## src/rtl/poly_eval.sv

```systemverilog
// Polynomial evaluator: y = sum c[i]*x**i mod 2**DATA_W, one Horner step per cycle.
// Coefficients live in a local register file written while the block is idle.
module poly_eval #(
  parameter int DATA_W = 32,
  parameter int DEGREE = 6,
  parameter int CW     = 4
) (
  input  logic              clock,
  input  logic              reset,
  input  logic              start,
  output logic              busy,
  output logic              done,
  input  logic              stall,
  output logic [DATA_W-1:0] returndata,
  input  logic [DATA_W-1:0] idx,
  input  logic              coef_we,
  input  logic [CW-1:0]     coef_addr,
  input  logic [DATA_W-1:0] coef_wdata
);

  typedef enum logic [1:0] {
    IDLE = 2'd0,
    CALC = 2'd1,
    DONE = 2'd2
  } state_t;

  localparam logic [CW-1:0] CNT_INIT = CW'(DEGREE - 1);

  state_t            state_r;
  state_t            state_nxt_s;
  logic              busy_r;
  logic              done_r;
  logic [DATA_W-1:0] x_r;
  logic [DATA_W-1:0] acc_r;
  logic [DATA_W-1:0] ret_r;
  logic [CW-1:0]     cnt_r;
  logic [DATA_W-1:0] coef_r      [0:DEGREE];
  // Snapshot taken at call acceptance so a same-cycle write cannot leak into the call.
  logic [DATA_W-1:0] coef_work_r [0:DEGREE-1];
  logic [DATA_W-1:0] sel_s;
  logic [DATA_W-1:0] horner_s;
  logic              accept_s;

  assign accept_s   = (state_r == IDLE) && start;
  assign busy       = busy_r;
  assign done       = done_r;
  assign returndata = ret_r;

  // Next-state decode.
  always_comb begin
    state_nxt_s = state_r;
    case (state_r)
      IDLE:    state_nxt_s = start ? CALC : IDLE;
      CALC:    state_nxt_s = (cnt_r == '0) ? DONE : CALC;
      DONE:    state_nxt_s = stall ? DONE : IDLE;
      default: state_nxt_s = IDLE;
    endcase
  end

  // State register with registered busy/done flags.
  always_ff @(posedge clock) begin
    if (reset) begin
      state_r <= IDLE;
      busy_r  <= 1'b0;
      done_r  <= 1'b0;
    end else begin
      state_r <= state_nxt_s;
      busy_r  <= (state_nxt_s != IDLE);
      done_r  <= (state_nxt_s == DONE);
    end
  end

  // Coefficient select and one Horner step, truncated to DATA_W bits.
  always_comb begin
    sel_s = '0;
    for (int i = 0; i < DEGREE; i++) begin
      sel_s = (cnt_r == CW'(i)) ? coef_work_r[i] : sel_s;
    end
    horner_s = acc_r * x_r + sel_s;
  end

  // Datapath, coefficient storage and result register.
  always_ff @(posedge clock) begin
    if (reset) begin
      x_r   <= '0;
      acc_r <= '0;
      ret_r <= '0;
      cnt_r <= '0;
      for (int i = 0; i <= DEGREE; i++) begin
        coef_r[i] <= '0;
      end
      for (int i = 0; i < DEGREE; i++) begin
        coef_work_r[i] <= '0;
      end
    end else begin
      if (accept_s) begin
        x_r   <= idx;
        acc_r <= coef_r[DEGREE];
        cnt_r <= CNT_INIT;
        for (int i = 0; i < DEGREE; i++) begin
          coef_work_r[i] <= coef_r[i];
        end
      end else if (state_r == CALC) begin
        acc_r <= horner_s;
        if (cnt_r == '0) begin
          ret_r <= horner_s;
        end else begin
          cnt_r <= cnt_r - CW'(1);
        end
      end
      if ((state_r == IDLE) && coef_we) begin
        for (int i = 0; i <= DEGREE; i++) begin
          if (coef_addr == CW'(i)) begin
            coef_r[i] <= coef_wdata;
          end
        end
      end
    end
  end

endmodule

```

## config.mk

```make
export PLATFORM = sky130hd
export DESIGN_NAME = poly_eval
export DESIGN_NICKNAME = d
export VERILOG_FILES = /design/src/rtl/poly_eval.sv
export SDC_FILE = /design/constraint.sdc
export NUM_CORES = 2
export LEC_CHECK = 0
export BUFFER_PORTS_ARGS = -buffer_cell sky130_fd_sc_hd__buf_2
export CAP_MARGIN = 25
export CELL_PAD_IN_SITES_DETAIL_PLACEMENT = 1
export CELL_PAD_IN_SITES_GLOBAL_PLACEMENT = 2
export CORE_UTILIZATION = 31
export CTS_CLUSTER_DIAMETER = 80
export DETAILED_ROUTE_END_ITERATION = 8
export PLACE_DENSITY_LB_ADDON = 0.1
export SLEW_MARGIN = 20
export SYNTH_ARGS = -nofsm -noshare
export SYNTH_HDL_FRONTEND = slang
export SYNTH_SLANG_ARGS = --single-unit
```

## constraint.sdc

```tcl
create_clock -name clock -period 8.5 [get_ports clock]
set_clock_uncertainty 0.2 [all_clocks]
set_input_delay 0.85 -clock clock [delete_from_list [all_inputs] [get_ports clock]]
set_output_delay 0.85 -clock clock [all_outputs]
set_load 0.005 [all_outputs]
```

# After elaboration in Yosys (flattened, before gate mapping)
# Memories as Yosys holds them, arrays and structs flattened.
# Index checks and enable logic that the tools add are counted.
# classes
n_mul,1
n_reduce_logical,11
bitwise,15
n_eq_ne,15
add_sub_neg,2
mux,61
# ops
cell,n
two-way mux 32 bit,21
two-way mux 1 bit,34
adder 32 bit,1
multiplier 32 x 32 -> 32 bit,1
equality test 4 x 3 -> 1 bit (second input constant),5
equality test 4 x 2 -> 1 bit (second input constant),4
OR 1 bit,13
two-way mux 3 bit,3
equality test 4 x 1 -> 1 bit (second input constant),2
logical NOT 4 bit,2
case mux 2 bit (3 select lines),1
equality test 2 bit (second input constant),2
two-way mux 2 bit,2
AND reduction 2 bit,2
nonzero test 2 bit,2
subtractor 4 x 1 -> 4 bit (second input constant),1
AND reduction 3 bit,1
equality test 2 x 1 -> 1 bit (second input constant),1
logical AND 1 bit,2
logical NOT 2 bit,1
!= test 2 bit (second input constant),1
NOT 1 bit,2
OR reduction 2 bit,1
# word_totals
ram_bits,416
elab_cells,115
memories,2
ff_bits,104
inputBits,73
out_inout_bits,34
# mem_list
name,words,width,rd,rd_clocked_by_memory_dff,wr,line,rtl
coef_r,7,32,7,0,7,37,logic [DATA_W-1:0] coef_r [0:DEGREE];
coef_work_r,6,32,6,0,6,39,logic [DATA_W-1:0] coef_work_r [0:DEGREE-1];

# Longest topological paths before layout
# depth
ltp_word,10
mapped_depth,36
ltp_nobuf,35

# Worst setup path after synthesis
# OpenSTA, ideal clock, no wires.
# synth_path
path_kind,register to register
start,reg cnt_r[0]
end,reg acc_r[30]
t_arrival_ps,7966
setup_time_ps,134
stages_incl_launch_ff,35
synth_period_minus_slack_ps,8300
slack_ps,200
required_time_ps,8166
n_path_buf,1
cell_sequence,dfxtp_1 > inv_1 > ha_1 > or3b_1 > nor2_1 > clkbuf_1 > a221oi_1 > nor3_1 > a221oi_1 > a21oi_1 > fa_1 > inv_1 > fa_1 > inv_1 > fa_1 > inv_1 > fa_1 > inv_1 > fa_1 > fa_1 > fa_1 > inv_1 > fa_1 > inv_1 > ha_1 > a21o_1 > a21o_1 > a21oi_1 > o21ai_1 > or3_1 > a31oi_1 > nor3_1 > a31oi_1 > xor2_1 > o22ai_1
# synth_between
elab_chain_cells,10
word_cells_on_any_way,15
cone_classes,add/sub: 1; eq/ne: 5; mux: 8; reduce/logical: 1
# synth_rtl
element,line,rtl
start: declaration,36,logic [CW-1:0] cnt_r;
start signal: assignment,108,cnt_r <= cnt_r - CW'(1);
logical NOT 4 bit,77,sel_s = (cnt_r == CW'(i)) ? coef_work_r[i] : sel_s;
two-way mux 32 bit (5 in a row),77,
two-way mux 32 bit (*),77,
adder 32 bit (*),79,horner_s = acc_r * x_r + sel_s;
two-way mux 32 bit (*),103,end else if (state_r == CALC) begin
two-way mux 32 bit (*),96,if (accept_s) begin
end signal: assignment,98,acc_r <= coef_r[DEGREE];
end signal: assignment,104,acc_r <= horner_s;
end: declaration,34,logic [DATA_W-1:0] acc_r;
# Mark *: on every way between the ends. The rest lies on a longest branch, timed or not. The select of a mux whose other input is x is not followed.
# A chain may end at the register's enable or synchronous reset.

# Final worst setup path
# layout_path
start,reg cnt_r[0]
end,reg acc_r[31]
# Same word-level chain as after synthesis.

==> results_dict.tcl <==
set metrics [dict create \
    cp-end-kind "register" \
    syn_inst 3504 \
    drtIter0Drc 1291 \
    grt_pass1_wl_um 179000 \
    numCtsBuffers 68 \
    num_vias 24800 \
    syn_to_final_growth_pct 19.0 \
    synth_edf_count 416 \
    grt_remaining_overflow 0 \
    clockBufferDepth 3 \
    wire_per_inst_um 22.1 \
    synth_area_leaders "edfxtp_1 (34%), fa_1 (24%), and2_1 (7.4%)" \
    yosysWarnings 0 \
    cp.required_ns 8.88 \
    ys_types 47 \
    relSlewSlack_pct 25.9 \
    ys.flop_type "edfxtp_1" \
    initial_core_util_pct 31.4 \
    period_needed_ns 8.44 \
    port-buffer-count 106 \
    grt_usage_pct 19.7 \
    ys_ff_latch 520 \
    crit_path_max_incr_delay_ns 0.60 \
    final_cells 5260 \
    gp_congestion 0.821 \
    finalCritPeriodShare_pct 99.3 \
    arrival_ns 8.82 \
    utilization_pct 37.4 \
    route.met3.wl_um 3600 \
    hold_class "reg2reg" \
    insertion_delay_ns 0.64 \
    status "finished clean" \
    ir_worst_vdd_mv 0.175 \
    antenna_found_initial 6 \
    wl_met1_um 56500 \
    pin_count 107 \
    final_hold_viol_count 0 \
    reg2reg_from "cnt_r[0]$_SDFFE_PP0P_" \
    wl_met2_um 54200 \
    worstMarginPinSlew_ns 1.11 \
    nets 4323 \
    h-tree-depth 3 \
    cap_violations 0 \
    synthArstFlopShare_pct 0 \
    synth_top_area_share_pct 34.0 \
    grt_max_degree 178 \
    place_inst 5122 \
    drtPass1Iterations 5 \
    drc 0 \
    synth-seq-area-share_pct 39.7 \
    critical_path.slowest_cell "fa_1" \
    max_freq_mhz 118 \
    crit_buf_inv 2 \
    netlist_area_um2 36700 \
    grt_setup_unrepaired "yes" \
    chipWidth_um 346 \
    finalMaxSlewViolations 0 \
    drive_above_1_share_pct 16.8 \
    ant_nets 0 \
    rows 125 \
    cp_max_fo 6 \
    hold_slack_ns 0.250 \
    power_density_nw_per_um2 247 \
    yosys.cell_count.top_type "inv_1" \
    worstSetupPathType "reg2reg" \
    critPathLaunch "cnt_r[0]$_SDFFE_PP0P_" \
    pre_cts_slack_ns -0.711 \
    die_h_um 346 \
    routed_wl_um 116000 \
    cts_tree "yes" \
    leakagePower_nw 18.9 \
    final.setup.tns_ns 0 \
    cts_root_buf "clkbuf_16" \
    cts_sinks 520 \
    synthesis.nets 4144 \
    fin_ws_ns 0.0574 \
    yosysTopAreaCell "edfxtp_1" \
    coreArea_um2 117000 \
    holdBufCountCts 0 \
    cpLargestDelayFamily "adder cells" \
    syn_area_per_cell_um2 10.5 \
    via_per_inst 4.71 \
    n_fill_cell 12700 \
    synth_top_cells_by_count "inv_1 (529), nand2_1 (446), fa_1 (438)" \
    start_kind "register" \
    first_global_vias 28100 \
    worstHoldStart "returndata[16]$_SDFFE_PP0P_" \
    dieArea_um2 120000 \
    path_common_cell "fa_1" \
    finalSetupViolCount 0 \
    hpwl_um 89500 \
    cts.clk_slew.worst_paths_ns 0.06 \
    highest_layer "met4" \
]
[path summary, 6_finish.rpt]
| check | end | slack (ns) | cells after the start |
|---|---|---|---|
| worst max-delay path | acc_r[31]$_SDFFE_PP0P_ | 0.06 | 28 |
| worst min-delay path | returndata[16]$_SDFFE_PP0P_ | 0.25 | 2 |
| worst max register to register | acc_r[31]$_SDFFE_PP0P_ | 0.06 | 28 |
| worst min register to register | returndata[16]$_SDFFE_PP0P_ | 0.25 | 2 |
[worst reg2reg max path: cells and delay by family, from the launching register on]
kind                       cells  cell delay (ns)
AOI/OAI and AO/OA              4             0.45
xor gates and xnor gates       8             1.80
adders and majority gates      9             4.24
buffers and inverters          2             0.25
DFF                            1             0.35
and+or+nand+nor                5             1.12
[where the power goes]
| part | switching [W] | leakage, nW | internal [W] |
|---|---|---|---|
| Sequential | 0.000279 | 5.25 | 0.00298 |
| Combinational | 0.00263 | 12.6 | 0.00195 |
| Clock | 0.00118 | 1.11 | 0.00177 |
[what timing repair did]
action	in CTS	in global routing
setup buffers	6	12
setup endpoints to repair	35	38
cloned	0	1
pin swaps	62	65
gates resized for setup	141	121
[final cells by class]
| class | count | area (µm²) | share of cell area (%) |
|---|---|---|---|
| diodes | 1 | 2.50 | 0.00573 |
| inverters | 529 | 1990 | 4.56 |
| clock inverters | 41 | 483 | 1.11 |
| well taps | 1524 | 1910 | 4.37 |
| repair buffers | 316 | 2320 | 5.31 |
| clock buffers | 81 | 1790 | 4.11 |
| flip-flops and latches | 520 | 14600 | 33.4 |
| multi-input cells | 2248 | 20600 | 47.1 |
[cells by family after synthesis]
| logic type | count (synthesis) | synth area share, % |
|---|---|---|
| AND/OR/NAND/NOR | 1289 | 16.9 |
| buffers and inverters | 736 | 7.58 |
| adder cells (fa/ha/maj) | 567 | 28.3 |
| flip-flops | 520 | 39.7 |
| AO/OA/AOI/OAI | 304 | 5.35 |
| XOR/XNOR | 88 | 2.18 |
[sequential cells by signal (all words and copies together), names as in the netlist]
register,cells
done,1
coef_work_r,192
coef_r,224
cnt_r,4
acc_r,32
busy,1
returndata,32
x_r,32
state_r,2
[cells in the final DEF (no fill, tap or decap), types with 9 or more instances in the layout]
cell type	instances
buf_12	9
ha_1	114
clkbuf_1	11
nor3_2	15
xnor2_2	11
inv_1	500
nor2_1	279
fa_1	427
dfxtp_1	100
nor3_1	22
a21oi_1	112
xor2_1	15
a221oi_2	26
clkbuf_16	71
clkinv_1	13
nand2_1	439
a22oi_1	30
buf_4	187
xnor2_1	56
edfxtp_1	416
inv_2	27
ha_4	13
a21o_1	18
a221oi_4	15
nand2b_1	42
and2_1	433
a221oi_1	26
a21oi_2	27
clkinv_2	10
buf_2	105
buf_6	11
fa_2	11
[metrics by stage]
stage	area [µm²]	power [W]
detailed placement	40000	0.00728
global placement	39900	0.00724
finish	43700	0.0108
floorplan	36700	0.00545
global route	43700	0.0115
CTS	43000	0.0107
[per-layer routing]
metal	track usage, %	vias up
met1	28.2	13000
met4	4.15	0
met2	31.9	354
li1	-	11300
met5	0	-
met3	2.56	121
No activity file was read; power rests on OpenSTA's default activity.
